===== src/rtl/fifo_arb_pkg.sv =====
// Shared types and default sizing for the FIFO write arbiter.
package fifo_arb_pkg;

  typedef enum logic {IDLE = 1'b0, BURST = 1'b1} state_e;

  localparam int DEF_N_REQ     = 4;
  localparam int DEF_DW        = 8;
  localparam int DEF_MAX_BURST = 4;

  // Index width that stays legal when a count of one is requested.
  function automatic int idx_w(input int n);
    return (n > 1) ? $clog2(n) : 1;
  endfunction

endpackage


===== src/rtl/rr_picker.sv =====
// Combinational round-robin pick: first asserted request at or after rr_ptr_i, wrapping.
module rr_picker import fifo_arb_pkg::*; #(
  parameter  int N_REQ = DEF_N_REQ,
  localparam int IW    = idx_w(N_REQ)
) (
  input  logic [N_REQ-1:0] req_i,
  input  logic [IW-1:0]    rr_ptr_i,
  output logic [IW-1:0]    index_o,
  output logic             valid_o
);

  int j;

  // Scan from the farthest offset down so the nearest hit is written last.
  always_comb begin
    index_o = '0;
    valid_o = 1'b0;
    j       = 0;
    for (int i = N_REQ - 1; i >= 0; i--) begin
      j = int'(rr_ptr_i) + i;
      if (j >= N_REQ) j = j - N_REQ;
      if (req_i[IW'(j)]) begin
        index_o = IW'(j);
        valid_o = 1'b1;
      end
    end
  end

endmodule


===== src/rtl/fifo_wr_arbiter.sv =====
// Round-robin burst arbiter merging N_REQ producers into one FIFO write port.
module fifo_wr_arbiter import fifo_arb_pkg::*; #(
  parameter  int N_REQ     = DEF_N_REQ,
  parameter  int DW        = DEF_DW,
  parameter  int MAX_BURST = DEF_MAX_BURST,
  localparam int IW        = idx_w(N_REQ)
) (
  input  logic                clk,
  input  logic                reset,
  input  logic [N_REQ-1:0]    req,
  input  logic [N_REQ*DW-1:0] data_in,
  input  logic [N_REQ-1:0]    last,
  input  logic                fifo_full,
  output logic [N_REQ-1:0]    gnt,
  output logic                fifo_wr_en,
  output logic [DW-1:0]       fifo_data,
  output logic [IW-1:0]       owner,
  output logic                busy
);

  localparam int CW = idx_w(MAX_BURST);

  state_e          state_q;
  logic [IW-1:0]   owner_q;
  logic [IW-1:0]   rr_ptr_q;
  logic [IW-1:0]   rr_ptr_d;
  logic [CW-1:0]   beat_cnt_q;
  logic [IW-1:0]   pick_idx;
  logic            pick_vld;
  logic            last_beat;

  rr_picker #(.N_REQ(N_REQ)) u_pick (
    .req_i    (req),
    .rr_ptr_i (rr_ptr_q),
    .index_o  (pick_idx),
    .valid_o  (pick_vld)
  );

  // Beat acceptance is combinational so a write lands in the same cycle as its grant.
  always_comb begin
    gnt = '0;
    if (!reset && state_q == BURST && req[owner_q] && !fifo_full) gnt[owner_q] = 1'b1;
  end

  assign fifo_wr_en = |gnt;
  assign fifo_data  = fifo_wr_en ? data_in[int'(owner_q)*DW +: DW] : '0;
  assign busy       = (state_q == BURST) && !reset;
  assign owner      = reset ? '0 : owner_q;
  assign rr_ptr_d   = (owner_q == IW'(N_REQ - 1)) ? '0 : owner_q + 1'b1;
  assign last_beat  = last[owner_q] || (beat_cnt_q == CW'(MAX_BURST - 1));

  always_ff @(posedge clk) begin
    if (reset) begin
      state_q    <= IDLE;
      owner_q    <= '0;
      rr_ptr_q   <= '0;
      beat_cnt_q <= '0;
    end else begin
      case (state_q)
        IDLE: begin
          if (pick_vld) begin
            state_q    <= BURST;
            owner_q    <= pick_idx;
            beat_cnt_q <= '0;
          end
        end
        BURST: begin
          // A dropped request aborts; a full FIFO simply freezes everything.
          if (!req[owner_q]) begin
            state_q  <= IDLE;
            rr_ptr_q <= rr_ptr_d;
          end else if (fifo_wr_en) begin
            if (last_beat) begin
              state_q  <= IDLE;
              rr_ptr_q <= rr_ptr_d;
            end else begin
              beat_cnt_q <= beat_cnt_q + 1'b1;
            end
          end
        end
      endcase
    end
  end

  ap_gnt_onehot: assert property (@(posedge clk) disable iff (reset) $onehot0(gnt));
  ap_wr_not_full: assert property (@(posedge clk) disable iff (reset) fifo_wr_en |-> !fifo_full);
  ap_owner_stable: assert property (@(posedge clk) disable iff (reset)
    (state_q == BURST) |=> (state_q == IDLE || $stable(owner_q)));
  ap_cnt_range: assert property (@(posedge clk) disable iff (reset) int'(beat_cnt_q) < MAX_BURST);

endmodule

===== config.mk =====
export PLATFORM = sky130hd
export DESIGN_NAME = fifo_wr_arbiter
export DESIGN_NICKNAME = d
export VERILOG_FILES = /design/src/rtl/fifo_arb_pkg.sv /design/src/rtl/rr_picker.sv /design/src/rtl/fifo_wr_arbiter.sv
export SDC_FILE = /design/constraint.sdc
export NUM_CORES = 1
export LEC_CHECK = 0
export ABC_CLOCK_PERIOD_IN_PS = 7600
export CORE_UTILIZATION = 37
export DETAILED_ROUTE_END_ITERATION = 7
export GPL_TIMING_DRIVEN = 0
export PLACE_DENSITY = 0.86
export SLEW_MARGIN = 10
export SYNTH_ARGS = -nofsm -noshare
export SYNTH_HDL_FRONTEND = slang
export SYNTH_HIERARCHICAL = 1
export SYNTH_SLANG_ARGS = --single-unit

===== constraint.sdc =====
create_clock -name clk -period 7.6 [get_ports clk]
set_clock_uncertainty 0.15 [all_clocks]
set_input_delay 1.52 -clock clk [delete_from_list [all_inputs] [get_ports clk]]
set_output_delay 1.52 -clock clk [all_outputs]
set_load 0.01 [all_outputs]

==> results summary <==
The flip-flop and latch count after synthesis is 7. After the flow finishes, the layout carries non-filler instances totaling 174. After global routing the overflow that remains totals 0. The cts-stage hold buffer count came out at 0.

The standard cell core area is 0.00202 mm^2. Measured along the x axis, the die boundary spans 49.2 um. The floorplan die area is 0.00242 mm^2.

The number of clock sinks is 7. The total power divided by cell area is 100 mW/mm^2. The number of buffer cells added on primary ports is 58. The total DRC errors in the routed layout came out at 0. In the final layout, the share of cells above drive strength 1 is 12.9%.

Detailed routing inserted a total of between 800 and 900 vias. The number of slew-limit violations in the final report is 0. The worst slew slack as a fraction of its limit is approximately 61%.

The library cell used as clock root buffer is sky130_fd_sc_hd__clkbuf_4. The flip-flop cell with the highest count after synthesis is sky130_fd_sc_hd__dfxtp_1. Once detail routing completed, the nets flagged for antenna violations numbered 0. After clock tree synthesis, the clock-pin slew on the worst setup and hold paths is 0.06 ns. The final design utilization came out at between 70% and 80%. The maximum level of the CTS H-tree is 1.

The first detailed-routing pass ran for 4 iterations. The number of global-route vias before repair came out at 914. The combined area of the multi-input logic cells is 644 um^2. The final layout contains routed wiring with a total length of roughly 2.6 mm.

The number of max-capacitance violations reported is 0. The final critical-path setup slack is ~2.3 ns. The area share of the leading cell type in the synthesized netlist came out at 24.6%. The arrival time reported for the critical path endpoint is 3.61 ns.

The number of failing hold endpoints at the final stage is 0. The sequential share of the synthesized area came out at 17.0%. The cell area after layout came out at 0.00147 mm^2. At the end of routability-driven placement, the weighted congestion stood at a little under 0.9. The count of mapped cells out of synthesis is 85.

Dividing the detail-routed wire length by the instance count gives 15.2 um. The number of placed instances, taps included is 170. The first-pass GRT wire length came out at between 4 and 5 mm. In this run, distinct cell masters in the synthesized netlist total 27. Summed over all nets, the half-perimeter wirelength after detailed placement is 2.19 mm. The number of buffers added for setup after CTS came out at 0. The summed negative setup slack over all endpoints is 0 ns. The number of gates resized after CTS is 0. The critical path endpoint category is an output port. The required arrival time at the worst endpoint came out at a little under 6 ns. STA classifies the critical path startpoint as an input port. TritonCTS created 3 clock buffers. The detail-routed via count per cell is ~5.1.

The count of boundary I/O pins is between 50 and 60. The average instance area after synthesis is 9.69 um^2. TritonCTS built the clock tree.

After layout, the minimum clock period comes to 5.28 ns. In this run the core area contains 16 standard-cell rows. For this run, the number of Yosys warnings is 6. The fraction of registers with async set/reset came out at 0%. The critical-path maximum fanout came out at 10. The number of nets in the layout came out at between 150 and 200. The flow ran to the end, and the final reports show no timing, DRC or antenna violations. The fill cell total of the finished layout is 150.

The worst hold path belongs to the class flip-flop to flip-flop. The clock insertion delay at the later pin of the skew report is 0.26 ns. The number of antenna diodes in the final layout is 0.

The post-placement worst setup slack is 2.37 ns. The clock tree buffer depth came out at 2. In this run the cell area of the synthesized design comes to around 820 um^2. The dominant cell type by area after synthesis is sky130_fd_sc_hd__mux4_2. The count of flip-flops with a built-in enable after synthesis came out at 0. The pin count of the biggest net entering global routing came out at 11. The number of violations reported at the end of detailed-routing iteration 0 is 19. Setup repair after global routing left no endpoint under its margin. The height of the chip came out at 49.2 um. The post-route clock period utilization came out at 69.5%. The global-route total usage across every layer came out at 24.5%. Sorting the synthesized cells by area gives the leading types as sky130_fd_sc_hd__mux4_2 25%, sky130_fd_sc_hd__dfxtp_1 17%, sky130_fd_sc_hd__mux2i_1 8.5%. The maximum frequency from static timing analysis came out at around 190 MHz. The relative area change from synthesis to final layout came out at 78.0%.

The leakage power total is between 0.0005 and 0.0006 uW. Counting instances in the post-synthesis netlist gives the leading cell types as 10 x sky130_fd_sc_hd__nor2_1, 10 x sky130_fd_sc_hd__nor2b_1, 9 x sky130_fd_sc_hd__mux4_2. IR analysis of the VDD net gives a maximum drop of 0.118 mV.

The register area came out at between 100 and 150 um^2. The slew at the pin closest to its max-slew limit came out at 0.585 ns. The critical path is of the input port to output port type. The count of endpoints failing setup in the final report came out at 0. The number of nets produced by synthesis came out at 133. The starting density of the core is 40.7%. The initial antenna violation count is 0. Once placement finished, the instance area stood at 0.00144 mm^2.
==> kinds of logic after synthesis <==
group | after synthesis | synth area share (%)
adder cells (fa/ha/maj) | 5 | 7.60
buffers and inverters | 8 | 4.71
AND/OR/NAND/NOR | 40 | 27.7
flip-flops | 7 | 17.0
AO/OA/AOI/OAI | 7 | 7.14
multiplexers | 18 | 35.9
==> flip-flops by register name (all words and copies together), names as in the netlist <==
name	flops
beat_cnt_q	2
owner_q	2
rr_ptr_q	2
state_q	1
==> final timing paths <==
kind,start,end,slack (ns),depth (start not counted)
min,beat_cnt_q[0],beat_cnt_q[0],0.37,1
max reg2reg,owner_q[1],rr_ptr_q[0],4.91,7
max,reset,fifo_data[2],2.32,6
min reg2reg,beat_cnt_q[0],beat_cnt_q[0],0.37,1
==> through the flow <==
step	hold slack (ns)	power [uW]
global route	0.415	157
CTS	0.374	149
global placement	0.312	111
detailed placement	0.364	112
floorplan	0.294	79.4
finish	0.368	147
==> critical path: stages <==
cell	delay, ns
sky130_fd_sc_hd__clkdlybuf4s50_1	0.49
sky130_fd_sc_hd__nor3b_1	0.55
sky130_fd_sc_hd__nand3_2	0.18
sky130_fd_sc_hd__buf_6	0.19
sky130_fd_sc_hd__nor2b_1	0.12
sky130_fd_sc_hd__clkdlybuf4s50_1	0.57
==> area by class of cell <==
type | count | area share [%]
clock inverters | 1 | 0.342
plain buffers | 4 | 1.62
well taps | 27 | 2.31
repair buffers | 58 | 39.6
inverters | 4 | 1.02
flip-flops and latches | 7 | 9.56
multi-input cells | 70 | 44.0
clock buffers | 3 | 1.54
==> where the power goes <==
part / leakage [uW] / switching (uW) / internal (uW)
Combinational: 0.000484 / 23.2 / 44.8
Sequential: 0.0000573 / 4.23 / 39.4
Clock: 0.0000177 / 15.9 / 19.3
==> placed cells by master, fill, tap and decap left out, types with 2 or more instances in the layout <==
| cell | synthesis | final |
|---|---|---|
| sky130_fd_sc_hd__clkdlybuf4s50_1 | 0 | 58 |
| sky130_fd_sc_hd__mux2_1 | 2 | 2 |
| sky130_fd_sc_hd__dfxtp_1 | 7 | 7 |
| sky130_fd_sc_hd__ha_1 | 5 | 5 |
| sky130_fd_sc_hd__nor2_1 | 10 | 10 |
| sky130_fd_sc_hd__nand2_1 | 4 | 4 |
| sky130_fd_sc_hd__nor3b_1 | 2 | 2 |
| sky130_fd_sc_hd__clkbuf_1 | 2 | 2 |
| sky130_fd_sc_hd__inv_1 | 4 | 4 |
| sky130_fd_sc_hd__and3_1 | 4 | 4 |
| sky130_fd_sc_hd__a21oi_1 | 2 | 2 |
| sky130_fd_sc_hd__nor2b_1 | 10 | 10 |
| sky130_fd_sc_hd__mux4_2 | 9 | 9 |
| sky130_fd_sc_hd__nand2b_1 | 4 | 4 |
| sky130_fd_sc_hd__clkbuf_4 | 0 | 3 |
| sky130_fd_sc_hd__mux2i_1 | 7 | 7 |
==> layer usage <==
metal | GRT usage (%) | share of wire (%) | up-vias
met5 | 0 | 0 | -
met2 | 39.7 | 49 | 34
li1 | - | - | 437
met3 | 5.61 | 5.1 | 6
met4 | 8.82 | 2.1 | 0
met1 | 31.4 | 44 | 407
Note: power is estimated with default switching activity, not from simulation.
